**src/rtl/fet_segdrv_ctrl.sv**
```systemverilog
// Gate sequencer for a segmented low-side NMOS switch plus one high-side gate.
// Adds dead-time, staggered low-side turn-on, Ron trim by mask, and a blanked, sticky overcurrent fault.
module fet_segdrv_ctrl #(
  parameter int NSEG    = 4,
  parameter int DT_W    = 4,
  parameter int STAGGER = 2,
  parameter int BLANK   = 8
) (
  input  logic            clk,
  input  logic            rstn,
  input  logic            en,
  input  logic            pwm_in,
  input  logic [NSEG-1:0] seg_mask,
  input  logic [DT_W-1:0] deadtime,
  input  logic            oc_det,
  input  logic            fault_clr,
  output logic            gate_hs,
  output logic [NSEG-1:0] gate_ls,
  output logic            iso_en,
  output logic            fault,
  output logic [2:0]      state
);

  localparam int BK_W = $clog2(BLANK + 1);
  localparam int SG_W = $clog2(STAGGER + 1);

  typedef enum logic [2:0] {
    IDLE    = 3'd0,
    ARM     = 3'd1,
    DT_HS   = 3'd2,
    HS_ON   = 3'd3,
    DT_LS   = 3'd4,
    LS_RAMP = 3'd5,
    LS_ON   = 3'd6,
    FLT     = 3'd7
  } state_t;

  state_t          st;
  logic [DT_W-1:0] dt_cnt;
  logic [BK_W-1:0] bk_cnt;
  logic [SG_W-1:0] sg_cnt;
  logic [NSEG-1:0] rem;
  logic [NSEG-1:0] first_seg;
  logic [NSEG-1:0] next_seg;

  // A programmed dead-time of zero still gets one full cycle of both gates off.
  function automatic logic [DT_W-1:0] dt_load(input logic [DT_W-1:0] d);
    return (d == '0) ? DT_W'(1) : d;
  endfunction

  function automatic logic [NSEG-1:0] lsb_of(input logic [NSEG-1:0] m);
    return m & (~m + NSEG'(1));
  endfunction

  assign first_seg = lsb_of(seg_mask);
  assign next_seg  = lsb_of(rem);
  assign state     = st;

  always_ff @(posedge clk or negedge rstn) begin
    if (!rstn) begin
      st      <= IDLE;
      gate_hs <= 1'b0;
      gate_ls <= '0;
      iso_en  <= 1'b0;
      fault   <= 1'b0;
      dt_cnt  <= '0;
      bk_cnt  <= '0;
      sg_cnt  <= '0;
      rem     <= '0;
    end else if (st != FLT && !en) begin
      st      <= IDLE;
      gate_hs <= 1'b0;
      gate_ls <= '0;
      iso_en  <= 1'b0;
    end else begin
      case (st)
        IDLE: begin
          st     <= ARM;
          iso_en <= 1'b1;
        end
        ARM: begin
          st     <= pwm_in ? DT_HS : DT_LS;
          dt_cnt <= dt_load(deadtime);
        end
        DT_HS: begin
          if (!pwm_in) begin
            st     <= DT_LS;
            dt_cnt <= dt_load(deadtime);
          end else if (dt_cnt <= DT_W'(1)) begin
            st      <= HS_ON;
            gate_hs <= 1'b1;
            bk_cnt  <= BK_W'(BLANK);
          end else begin
            dt_cnt <= dt_cnt - DT_W'(1);
          end
        end
        DT_LS: begin
          if (pwm_in) begin
            st     <= DT_HS;
            dt_cnt <= dt_load(deadtime);
          end else if (dt_cnt <= DT_W'(1)) begin
            // Mask is captured here; later changes wait for the next ramp.
            gate_ls <= first_seg;
            rem     <= seg_mask & ~first_seg;
            sg_cnt  <= SG_W'(STAGGER);
            st      <= ((seg_mask & ~first_seg) == '0) ? LS_ON : LS_RAMP;
          end else begin
            dt_cnt <= dt_cnt - DT_W'(1);
          end
        end
        HS_ON: begin
          if (oc_det && bk_cnt == '0) begin
            st      <= FLT;
            gate_hs <= 1'b0;
            gate_ls <= '0;
            fault   <= 1'b1;
          end else if (!pwm_in) begin
            st      <= DT_LS;
            gate_hs <= 1'b0;
            dt_cnt  <= dt_load(deadtime);
          end else if (bk_cnt != '0) begin
            bk_cnt <= bk_cnt - BK_W'(1);
          end
        end
        LS_RAMP: begin
          if (pwm_in) begin
            st      <= DT_HS;
            gate_ls <= '0;
            dt_cnt  <= dt_load(deadtime);
          end else if (sg_cnt <= SG_W'(1)) begin
            gate_ls <= gate_ls | next_seg;
            rem     <= rem & ~next_seg;
            sg_cnt  <= SG_W'(STAGGER);
            if ((rem & ~next_seg) == '0) st <= LS_ON;
          end else begin
            sg_cnt <= sg_cnt - SG_W'(1);
          end
        end
        LS_ON: begin
          if (pwm_in) begin
            st      <= DT_HS;
            gate_ls <= '0;
            dt_cnt  <= dt_load(deadtime);
          end
        end
        FLT: begin
          // Fault only clears once the comparator itself has gone quiet.
          if (fault_clr && !oc_det) begin
            st     <= IDLE;
            fault  <= 1'b0;
            iso_en <= 1'b0;
          end
        end
        default: st <= IDLE;
      endcase
    end
  end

endmodule

```
**config.mk**
```make
export PLATFORM = sky130hd
export DESIGN_NAME = fet_segdrv_ctrl
export DESIGN_NICKNAME = d
export VERILOG_FILES = /design/src/rtl/fet_segdrv_ctrl.sv
export SDC_FILE = /design/constraint.sdc
export NUM_CORES = 1
export LEC_CHECK = 0
export ABC_CLOCK_PERIOD_IN_PS = 3000
export BUFFER_PORTS_ARGS = -buffer_cell sky130_fd_sc_hd__buf_2
export CORE_MARGIN = 3
export CORE_UTILIZATION = 25
export CTS_BUF_LIST = sky130_fd_sc_hd__clkbuf_16
export DETAILED_ROUTE_END_ITERATION = 8
export GPL_TIMING_DRIVEN = 0
export HOLD_SLACK_MARGIN = 0.05
export PLACE_DENSITY = 0.48
export SLEW_MARGIN = 20
export SYNTH_ARGS = -nofsm -noshare
export SYNTH_HDL_FRONTEND = slang
export SYNTH_SLANG_ARGS = --single-unit
```
**constraint.sdc**
```tcl
create_clock -name clk -period 3 [get_ports clk]
set_clock_uncertainty 0.2 [all_clocks]
set_input_delay 0.6 -clock clk [delete_from_list [all_inputs] [get_ports clk]]
set_output_delay 0.6 -clock clk [all_outputs]
set_load 0.1 [all_outputs]
```
==> impl_metrics.py <==
metrics = {
    "timing": {
        "min_period_ns": 2.31,
        "rsz0062_at_grt": "false",
        "fmax_mhz": 432,
        "tightest_slew_ns": 0.530,
        "drv_slew": 0,
        "setup_viol": 0,
        "setup_tns_ns": 0,
        "min_period_over_period_pct": 77.1,
        "slew_headroom_pct": 64.7,
        "hold_viol": 0,
    },
    "floorplanning": {
        "rows": 29,
        "dieArea_mm2": 0.00806,
        "die_h_um": 89.8,
        "ios": 24,
        "core_mm2": 0.00657,
        "start_util_pct": 26.7,
        "die_w_um": 89.8,
    },
    "critical_path": {
        "start_kind": "flop",
        "cp-end-kind": "flop",
        "cp_slowest_cell": "dfrtp_1",
        "cp.arrival_ns": 2.26,
        "critical-path-max-stage-delay_ns": 0.40,
        "crit_path_cell_trace": "inv_1 -> ha_1 -> and4bb_1 -> a21boi_0 -> o21ai_1 -> and2_4 -> mux2_4",
        "crit_fanout": 7,
        "required_ns": 2.94,
        "crit_type": "reg2reg",
    },
    "yosys": {
        "synth-edff-count": 0,
        "ys_seq_area_share_pct": 32.8,
        "synth.distinct_cells": 56,
        "synth_compound_area_share_pct": 25.7,
        "ys_seq_elements": 23,
        "synthXorXnorAreaFrac_pct": 2.49,
        "synth_warnings": 0,
        "syn_area_per_cell_um2": 8.28,
        "synthSimpleGateAreaFrac_pct": 28.5,
        "synthMuxAreaShare_pct": 1.71,
        "syn_area_mm2": 0.00176,
        "synth_top_family_by_area": "simple AND/OR/NAND/NOR gates",
        "synth_fa_ha_area_share_pct": 3.49,
        "syn-num-nets": 230,
        "synth_cells": 212,
        "synthArstFlopShare_pct": 100,
        "dominantRegCellSynth": "dfrtp_1",
    },
    "flow_run": {
        "max_cap_viol_count": 0,
    },
    "place": {
        "routabilityCongestion": 0.856,
        "dp_cells": 327,
        "dp_hpwl_mm": 3.67,
        "place_area_mm2": 0.00198,
        "portBuffers": 22,
    },
    "finish": {
        "final_nets": 257,
        "fin_area_mm2": 0.00206,
        "antennaDiodeCount": 0,
        "fin_cells": 331,
        "drive_gt1_share_pct": 20.2,
        "syn_to_final_growth_pct": 17.4,
    },
    "power": {
        "p_total_w": 0.00214,
        "p_leak_nw": 0.876,
        "power.density_mw_per_mm2": 1040,
        "peakVddDrop_v": 0.000366,
    },
    "min_path": {
        "hold_class": "in2async",
    },
    "status": {
        "status": "finished, final reports clean",
    },
    "clock_tree": {
        "cts_max_level": 1,
        "post_cts_resized": 0,
        "clk_latency_ns": 0.26,
        "cts_setup_buffers": 0,
        "cts.sinks": 23,
        "clk_pin_slew_worst_paths_ns": 0.06,
        "cts_made_buffers": 3,
        "max-clock-path-buffers": 2,
        "cts_tree": "done",
        "cts_hold_buf": 0,
        "cts_root_buf": "clkbuf_16",
    },
    "drt": {
        "wl_mm": 4.74,
        "vias": 1637,
        "ant_nets": 0,
        "drc": 0,
        "viasPerCell": 4.95,
        "wl_per_cell_um": 14.3,
        "firstDrtPassIters": 4,
        "drt-initial-drc-count": 91,
    },
    "grt": {
        "antenna_found_initial": 0,
        "grt_start_max_net_pins": 24,
        "grt_pass1_vias": 1612,
        "grt_pass1_wl_mm": 8.23,
        "grt_overflow": 0,
        "grt_usage_pct": 12.5,
    },
}
[worst paths after layout]
check	start	end	slack, ns	depth (start not counted)
worst max register to register	bk_cnt[0]	gate_ls[3]	0.69	7
worst max-delay path	bk_cnt[0]	gate_ls[3]	0.69	7
worst min-delay path	rstn	sg_cnt[0]	0.11	1
min in group clk	gate_ls[0]	gate_ls[0]	0.29	1
worst min register to register	gate_ls[0]	gate_ls[0]	0.29	1
max in group asynchronous	rstn	state[2]	2.13	1
[sequential cells by signal, summed over array words and instances, names as in the netlist]
name,flops
gate_ls,4
dt_cnt,4
bk_cnt,4
gate_hs,1
state,3
fault,1
iso_en,1
rem,3
sg_cnt,2
[cell families (layout without fill, tap and decap cells)]
family	after synthesis	after routing
buf+inv	16	42
flops	23	23
compound gates	70	70
fa+ha+maj	5	5
simple gates	91	91
mux	2	2
xor+xnor	5	5
[worst max-delay path, delay by kind of cell, from the launching register on]
family,cells,cell delay (ns)
AO/OA/AOI/OAI,2,0.43
adder cells (fa/ha/maj),1,0.17
buffers and inverters,1,0.09
flip-flops,1,0.40
multiplexers,1,0.30
AND/OR/NAND/NOR,2,0.60
[layout by cell type, fill, tap and decap left out, types with 2 or more instances in the layout]
| cell type | instances |
|---|---|
| a21boi_0 | 3 |
| a21o_1 | 2 |
| a21oi_1 | 14 |
| a22o_1 | 3 |
| a31oi_1 | 5 |
| a32o_1 | 2 |
| buf_2 | 25 |
| buf_4 | 4 |
| buf_6 | 2 |
| clkbuf_16 | 3 |
| dfrtp_1 | 23 |
| ha_1 | 4 |
| inv_1 | 7 |
| mux2_4 | 2 |
| nand2_1 | 24 |
| nand2b_1 | 4 |
| nand3_1 | 6 |
| nand3b_1 | 5 |
| nand4_1 | 3 |
| nor2_1 | 21 |
| nor2b_1 | 4 |
| nor3_1 | 7 |
| o2111ai_1 | 2 |
| o21a_1 | 2 |
| o21ai_0 | 16 |
| o21ai_1 | 8 |
| o21bai_1 | 2 |
| or3_1 | 3 |
| xnor2_1 | 3 |
| xor2_1 | 2 |
[Yosys cell counts (all sizes together), types with 2 or more instances]
| master | instances | area share, % |
|---|---|---|
| ha | 4 | 2.9 |
| nand3b | 5 | 2.1 |
| nand2b | 4 | 1.4 |
| o21ai | 25 | 7.3 |
| nor3 | 7 | 2.0 |
| a21boi | 3 | 1.3 |
| xor2 | 2 | 1.0 |
| o211ai | 2 | 1.1 |
| nand2 | 24 | 5.1 |
| mux2 | 2 | 1.7 |
| a31oi | 5 | 1.8 |
| buf | 9 | 3.8 |
| a22o | 3 | 1.5 |
| nand4 | 3 | 1.1 |
| nor2b | 5 | 2.2 |
| nor4 | 2 | 1.6 |
| nand3 | 7 | 2.3 |
| o2111ai | 2 | 1.0 |
| nor2 | 21 | 4.5 |
| xnor2 | 3 | 1.5 |
| a21o | 2 | 0.86 |
| dfrtp | 23 | 33 |
| a21oi | 15 | 4.5 |
| inv | 6 | 1.3 |
| a32o | 2 | 1.1 |
| and2 | 2 | 0.86 |
| and3 | 2 | 1.0 |
| or3 | 3 | 1.1 |
| o21a | 2 | 0.86 |
| o21bai | 2 | 0.86 |
[cell type report]
cell class | instances | area (um^2)
inverter | 6 | 22.5
tap | 93 | 116
fill | 710 | 4510
sequential | 23 | 576
clock inverter | 1 | 3.75
timing repair buffer | 22 | 110
buffer | 10 | 71.3
multi-input combinational | 173 | 1090
clock buffer | 3 | 75.1
[metal layers]
metal  wire (um)  part of all wire (%)  vias up  global-route usage, %
met3         170                   3.6        5                   2.00
met1        2440                    51      777                   18.4
met5           0                     0        -                      0
met2        2060                    43       26                   18.5
met4          73                   1.5        0                   4.21
li1            -                     -      829                      -
[metrics by stage]
step,worst slack [ns],utilization [%],hold slack (ns)
3_3_place_gp,0.599,30.2,0.272
5_1_grt,0.496,31.4,0.154
6_report,0.686,31.4,0.114
3_5_place_dp,0.630,30.2,0.286
4_1_cts,0.648,31.4,0.139
2_1_floorplan,0.547,-,0.104
[power breakdown]
| part | internal [W] | total [W] | switching, W |
|---|---|---|---|
| Sequential | 0.000429 | 0.000562 | 0.000133 |
| Combinational | 0.000404 | 0.00128 | 0.000878 |
| Clock | 0.000178 | 0.000292 | 0.000114 |
(Power assumes the default switching activity.)
